**config.mk**
```make
export PLATFORM = sky130hd
export DESIGN_NAME = fpu_stim_seq
export DESIGN_NICKNAME = d
export VERILOG_FILES = /design/src/rtl/fpu_stim_seq.sv
export SDC_FILE = /design/constraint.sdc
export NUM_CORES = 1
export LEC_CHECK = 0
export CORE_UTILIZATION = 45
export DETAILED_ROUTE_END_ITERATION = 16
export PLACE_DENSITY = 0.71
export SETUP_SLACK_MARGIN = 0.15
export SYNTH_ARGS = -nofsm -noshare
export SYNTH_HDL_FRONTEND = slang
export SYNTH_SLANG_ARGS = --single-unit
```
**constraint.sdc**
```tcl
create_clock -name clk -period 2.7 [get_ports clk]
set_clock_uncertainty 0.2 [all_clocks]
set_input_delay 0.27 -clock clk [delete_from_list [all_inputs] [get_ports clk]]
set_output_delay 0.27 -clock clk [all_outputs]
set_load 0.03 [all_outputs]
```
**src/rtl/fpu_stim_seq.sv**
```systemverilog
// Operand sequencer for one FPU: issues LFSR-generated operand pairs over a start/ready
// handshake and folds results into a rotating signature with sticky exception flags.
module fpu_stim_seq #(
    parameter int          DATA_W  = 32,
    parameter int          CNT_W   = 16,
    parameter int          TIMEOUT = 64,
    parameter logic [31:0] SEED_A  = 32'h00000001,
    parameter logic [31:0] SEED_B  = 32'h12345678,
    parameter logic [31:0] TAPS    = 32'h80200003
) (
    input  logic              clk,
    input  logic              rst,
    input  logic              cfg_start_i,
    input  logic [CNT_W-1:0]  cfg_num_ops_i,
    input  logic [2:0]        cfg_op_i,
    input  logic              cfg_cycle_ops_i,
    input  logic [1:0]        cfg_rmode_i,
    output logic [DATA_W-1:0] fpu_opa_o,
    output logic [DATA_W-1:0] fpu_opb_o,
    output logic [2:0]        fpu_op_o,
    output logic [1:0]        fpu_rmode_o,
    output logic              fpu_start_o,
    input  logic              fpu_ready_i,
    input  logic [DATA_W-1:0] fpu_result_i,
    input  logic [7:0]        fpu_exc_i,
    output logic              busy_o,
    output logic              done_o,
    output logic              timeout_o,
    output logic [CNT_W-1:0]  issued_cnt_o,
    output logic [7:0]        exc_sticky_o,
    output logic [DATA_W-1:0] sig_o
);
    localparam int TW = $clog2(TIMEOUT + 1);
    localparam logic [DATA_W-1:0] TAPS_D   = DATA_W'(TAPS);
    localparam logic [DATA_W-1:0] SEED_A_D = DATA_W'(SEED_A);
    localparam logic [DATA_W-1:0] SEED_B_D = DATA_W'(SEED_B);

    typedef enum logic [1:0] {S_IDLE, S_ISSUE, S_WAIT, S_DONE} state_t;

    state_t            state_q, state_d;
    logic [CNT_W-1:0]  num_ops_q;
    logic [2:0]        op_q;
    logic              cycle_q;
    logic [1:0]        rmode_q;
    logic [DATA_W-1:0] lfsr_a_q, lfsr_b_q;
    logic [TW-1:0]     timer_q;
    logic              start_run, accept, last_op, expire;
    logic [DATA_W-1:0] lfsr_a_nx, lfsr_b_nx;
    logic [2:0]        op_nx;

    function automatic logic [DATA_W-1:0] lfsr_step(input logic [DATA_W-1:0] s);
        return (s >> 1) ^ (s[0] ? TAPS_D : '0);
    endfunction

    assign lfsr_a_nx = lfsr_step(lfsr_a_q);
    assign lfsr_b_nx = lfsr_step(lfsr_b_q);
    assign op_nx     = cycle_q ? op_q + 3'd1 : op_q;

    // Handshake: fpu_start_o is high for exactly the ISSUE cycle with operands valid;
    // fpu_ready_i/result/exc are sampled only in WAIT and ignored in every other state.
    always_ff @(posedge clk) begin
        if (rst) state_q <= S_IDLE;
        else     state_q <= state_d;
    end

    always_comb begin
        state_d   = state_q;
        start_run = 1'b0;
        accept    = 1'b0;
        last_op   = 1'b0;
        expire    = 1'b0;
        case (state_q)
            S_IDLE: begin
                if (cfg_start_i) begin
                    start_run = 1'b1;
                    state_d   = (cfg_num_ops_i == '0) ? S_DONE : S_ISSUE;
                end
            end
            S_ISSUE: state_d = S_WAIT;
            S_WAIT: begin
                if (fpu_ready_i) begin
                    accept  = 1'b1;
                    last_op = (issued_cnt_o + CNT_W'(1)) == num_ops_q;
                    state_d = last_op ? S_DONE : S_ISSUE;
                end else if (timer_q == TW'(TIMEOUT - 1)) begin
                    expire  = 1'b1;
                    state_d = S_DONE;
                end
            end
            S_DONE:  state_d = S_IDLE;
            default: state_d = S_IDLE;
        endcase
    end

    assign fpu_start_o = (state_q == S_ISSUE);
    assign busy_o      = (state_q != S_IDLE);
    assign done_o      = (state_q == S_DONE);

    always_ff @(posedge clk) begin
        if (rst) begin
            num_ops_q    <= '0;
            op_q         <= '0;
            cycle_q      <= 1'b0;
            rmode_q      <= '0;
            lfsr_a_q     <= SEED_A_D;
            lfsr_b_q     <= SEED_B_D;
            timer_q      <= '0;
            fpu_opa_o    <= '0;
            fpu_opb_o    <= '0;
            fpu_op_o     <= '0;
            fpu_rmode_o  <= '0;
            timeout_o    <= 1'b0;
            issued_cnt_o <= '0;
            exc_sticky_o <= '0;
            sig_o        <= '0;
        end else begin
            if (state_q == S_ISSUE)     timer_q <= '0;
            else if (state_q == S_WAIT) timer_q <= timer_q + TW'(1);

            if (start_run) begin
                num_ops_q    <= cfg_num_ops_i;
                op_q         <= cfg_op_i;
                cycle_q      <= cfg_cycle_ops_i;
                rmode_q      <= cfg_rmode_i;
                lfsr_a_q     <= SEED_A_D;
                lfsr_b_q     <= SEED_B_D;
                issued_cnt_o <= '0;
                exc_sticky_o <= '0;
                sig_o        <= '0;
                timeout_o    <= 1'b0;
                // Operand outputs only move when an ISSUE follows, so an empty run keeps them.
                if (cfg_num_ops_i != '0) begin
                    fpu_opa_o   <= SEED_A_D;
                    fpu_opb_o   <= SEED_B_D;
                    fpu_op_o    <= cfg_op_i;
                    fpu_rmode_o <= cfg_rmode_i;
                end
            end

            if (accept) begin
                sig_o        <= {sig_o[DATA_W-2:0], sig_o[DATA_W-1]} ^ fpu_result_i;
                exc_sticky_o <= exc_sticky_o | fpu_exc_i;
                issued_cnt_o <= issued_cnt_o + CNT_W'(1);
                if (!last_op) begin
                    lfsr_a_q    <= lfsr_a_nx;
                    lfsr_b_q    <= lfsr_b_nx;
                    op_q        <= op_nx;
                    fpu_opa_o   <= lfsr_a_nx;
                    fpu_opb_o   <= lfsr_b_nx;
                    fpu_op_o    <= op_nx;
                    fpu_rmode_o <= rmode_q;
                end
            end

            if (expire) timeout_o <= 1'b1;
        end
    end
endmodule
```
==> results.py <==
metrics = {
    "floorplanning": {
        "die_h_um": 146,
        "pin_count": 195,
        "fp.dieW_um": 146,
        "dieArea_sq_mm": 0.0214,
        "initial_utilization": 0.461,
        "placementRows": 52,
        "core_sq_mm": 0.0203,
    },
    "worst_setup_path": {
        "cp_common_cell": "buf_12",
        "critical_path_depth": 10,
        "crit_family": "compound AO/OA/AOI/OAI gates",
        "cpPeakStageDelay_ps": 350,
        "end_kind": "flop",
        "worstPathMaxFanout": 24,
        "slowest_stage": "dfxtp_4",
        "path_cells": "nand4_1 > nor4_4 > buf_4 > mux2_4 > a31oi_4 > o2111ai_4 > buf_12 > buf_12 > a31oi_2 > a21boi_2",
        "critPathKind": "flop to flop",
        "worstSetupStartpointType": "flop",
        "cp_num_buf_inv": 3,
        "ff2ff_path_depth": 10,
        "arrival_ps": 2930,
        "cp.required_ps": 2930,
    },
    "logic_synthesis": {
        "synth-xor-area-share": 0.0562,
        "yosys.area_share.simple": 0.140,
        "seq_area_frac_synth": 0.473,
        "async_flop_share": 0,
        "yosysUniqueCellTypes": 59,
        "synth_compound_area_frac": 0.261,
        "synth_edf_count": 0,
        "synth_top_family_by_area": "compound AO/OA/AOI/OAI gates",
        "yosysWarnings": 0,
        "netlist_area_sq_mm": 0.00935,
        "dominantRegCellSynth": "dfxtp_1",
        "ys_ff_latch": 221,
        "syn-num-nets": 1120,
        "syn_area_per_cell_sq_um": 8.90,
        "syn_inst": 1051,
        "synth_fa_ha_area_frac": 0.00401,
        "synth.area.mux_share": 0.0131,
    },
    "sta": {
        "clock.fmax_ghz": 0.370,
        "slew_headroom": 0.340,
        "hold_violations": 0,
        "min_period_ps": 2700,
        "slew_violations": 0,
        "setup_viol": 0,
        "whs_ps": 130,
        "fin_tns_setup_ps": 0,
        "setup_ws_ps": 0.854,
        "tightest_slew_ps": 990,
        "rsz0062_at_grt": "true",
        "fin_crit_sh": 1.00,
    },
    "cts": {
        "htree_levels": 1,
        "cts_hold_buf": 0,
        "cts_tree": "done",
        "cts_buffers": 24,
        "clkTransAtPathRegs_ps": 60,
        "cts-root-buf": "clkbuf_16",
        "clkSinkCount": 221,
        "clk_latency_ps": 510,
        "clock_path_buffers": 3,
    },
    "place": {
        "place_ws_ps": 22.7,
        "port_buffers": 194,
        "place.gp.congestion": 0.848,
        "placed_area_sq_mm": 0.0119,
        "dp_hpwl_um": 16200,
    },
    "power_and_ir_drop": {
        "p_leak_nw": 4.61,
        "p_per_area_mw_per_mm2": 584,
        "finalPower_mw": 7.82,
        "vdd_drop_max_mv": 0.382,
    },
    "route": {
        "via_per_inst": 5.74,
        "dr_total_vias": 8708,
        "totalWireLength_um": 26700,
        "drc_errors": 0,
        "drt-pass1-iter-count": 4,
        "drt_iter0_drc": 482,
        "wl_per_cell_um": 17.6,
        "drtAntennaViolNets": 0,
    },
    "global_routing": {
        "grt_max_degree": 193,
        "grt_pass1_wl_um": 42800,
        "grt_pass1_vias": 8244,
        "track_usage": 0.241,
        "grt_antenna_before_repair": 1,
        "overflow": 0,
    },
    "final_layout": {
        "nets": 1298,
        "area_growth_pct": 43.0,
        "fin_area_sq_mm": 0.0134,
        "final_layout_size_suffix_gt1_frac": 0.169,
    },
    "worst_hold_path": {
        "holdPathStages": 3,
        "hold_path.class": "input port to flop",
    },
    "outcome": {
        "status": "complete, no violations",
    },
    "job": {
        "maxCapViolations": 0,
    },
}
[cell families after synthesis]
| kind of cell | count (synthesis) |
|---|---|
| buf+inv | 114 |
| xor+xnor | 60 |
| mux | 12 |
| simple gates | 275 |
| fa+ha+maj | 3 |
| flops | 221 |
| compound gates | 366 |
[state kept, by name (all words and copies together) (netlist names)]
register	flops
issued_cnt_o	16
op_q	3
timeout_o	1
fpu_rmode_o	2
exc_sticky_o	8
lfsr_a_q	32
cycle_q	1
rmode_q	2
timer_q	7
state_q	2
fpu_op_o	3
num_ops_q	16
lfsr_b_q	32
sig_o	32
fpu_opa_o	32
fpu_opb_o	32
[cell type report]
type | instances | area, sq um
sequential | 221 | 4470
multi-input combinational | 716 | 4960
fill | 1663 | 6930
timing repair buffer | 260 | 2810
clock buffer | 35 | 714
antenna | 1 | 2.50
clock inverter | 7 | 63.8
tap | 270 | 338
inverter | 6 | 22.5
[cell usage after synthesis, types with 6 or more instances]
cell type,number,share of area
xnor2_1,18,0.017
nor4_1,7,0.0047
mux2i_1,10,0.011
clkbuf_1,77,0.031
nand2_1,64,0.026
and2_1,6,0.0040
xor2_1,42,0.039
o211ai_1,102,0.082
buf_4,12,0.0096
buf_2,11,0.0059
o21ai_0,14,0.0075
nor3_1,27,0.014
a211oi_1,19,0.015
o21ai_1,12,0.0064
buf_1,6,0.0024
dfxtp_1,221,0.47
o221a_2,13,0.016
a22oi_1,45,0.036
a31oi_1,6,0.0040
a21oi_1,134,0.072
nand3_1,62,0.033
nor2_1,76,0.031
[worst reg2reg max path: stages (launching register included)]
cell and delay (ps):
dfxtp_4 350, nand4_1 150, nor4_4 330, buf_4 170
mux2_4 300, a31oi_4 200, o2111ai_4 180, buf_12 190
buf_12 160, a31oi_2 200, a21boi_2 180
[timing repair]
| action | in CTS | in global routing |
|---|---|---|
| resized for setup | 74 | 21 |
| pin swaps | 26 | 18 |
| setup endpoints to repair | 135 | 139 |
| cloned | 5 | 1 |
| buffers inserted | 10 | 2 |
[power by group]
| group | switching (mW) | total (mW) | internal (mW) |
|---|---|---|---|
| Clock | 1.30 | 3.23 | 1.93 |
| Sequential | 0.0877 | 3.44 | 3.36 |
| Combinational | 0.669 | 1.15 | 0.477 |
[metrics by stage]
stage / util / cells
finish: 0.659 / 1516
CTS: 0.652 / 1512
floorplan: - / 1051
detailed placement: 0.585 / 1455
global placement: 0.585 / 1455
global route: 0.659 / 1516
[layer usage]
metal,wire length [um],vias up,share of wire,track usage
met4,544,0,0.020,0.0641
met3,1680,37,0.063,0.0525
met1,11500,4219,0.43,0.315
met5,0,-,0,0
li1,-,4204,-,-
met2,13000,248,0.49,0.401
[cells in the final DEF, fill, tap and decap left out, types with 25 or more instances in the layout]
master and count:
nand2_1 62, nor3_1 25, clkdlybuf4s50_1 192, clkbuf_16 27, nor2_1 73, dfxtp_1 206
xor2_1 42, a22oi_1 45, a21oi_1 127, o211ai_1 102, buf_4 36, nand3_1 35
[final timing paths]
check,from,to,slack [ps]
min,rst,issued_cnt_o[8],130
max reg2reg,issued_cnt_o[4],op_q[1],0.9
max,issued_cnt_o[4],op_q[1],0.9
min reg2reg,rmode_q[0],rmode_q[0],260
No activity file was read; power rests on OpenSTA's default activity.
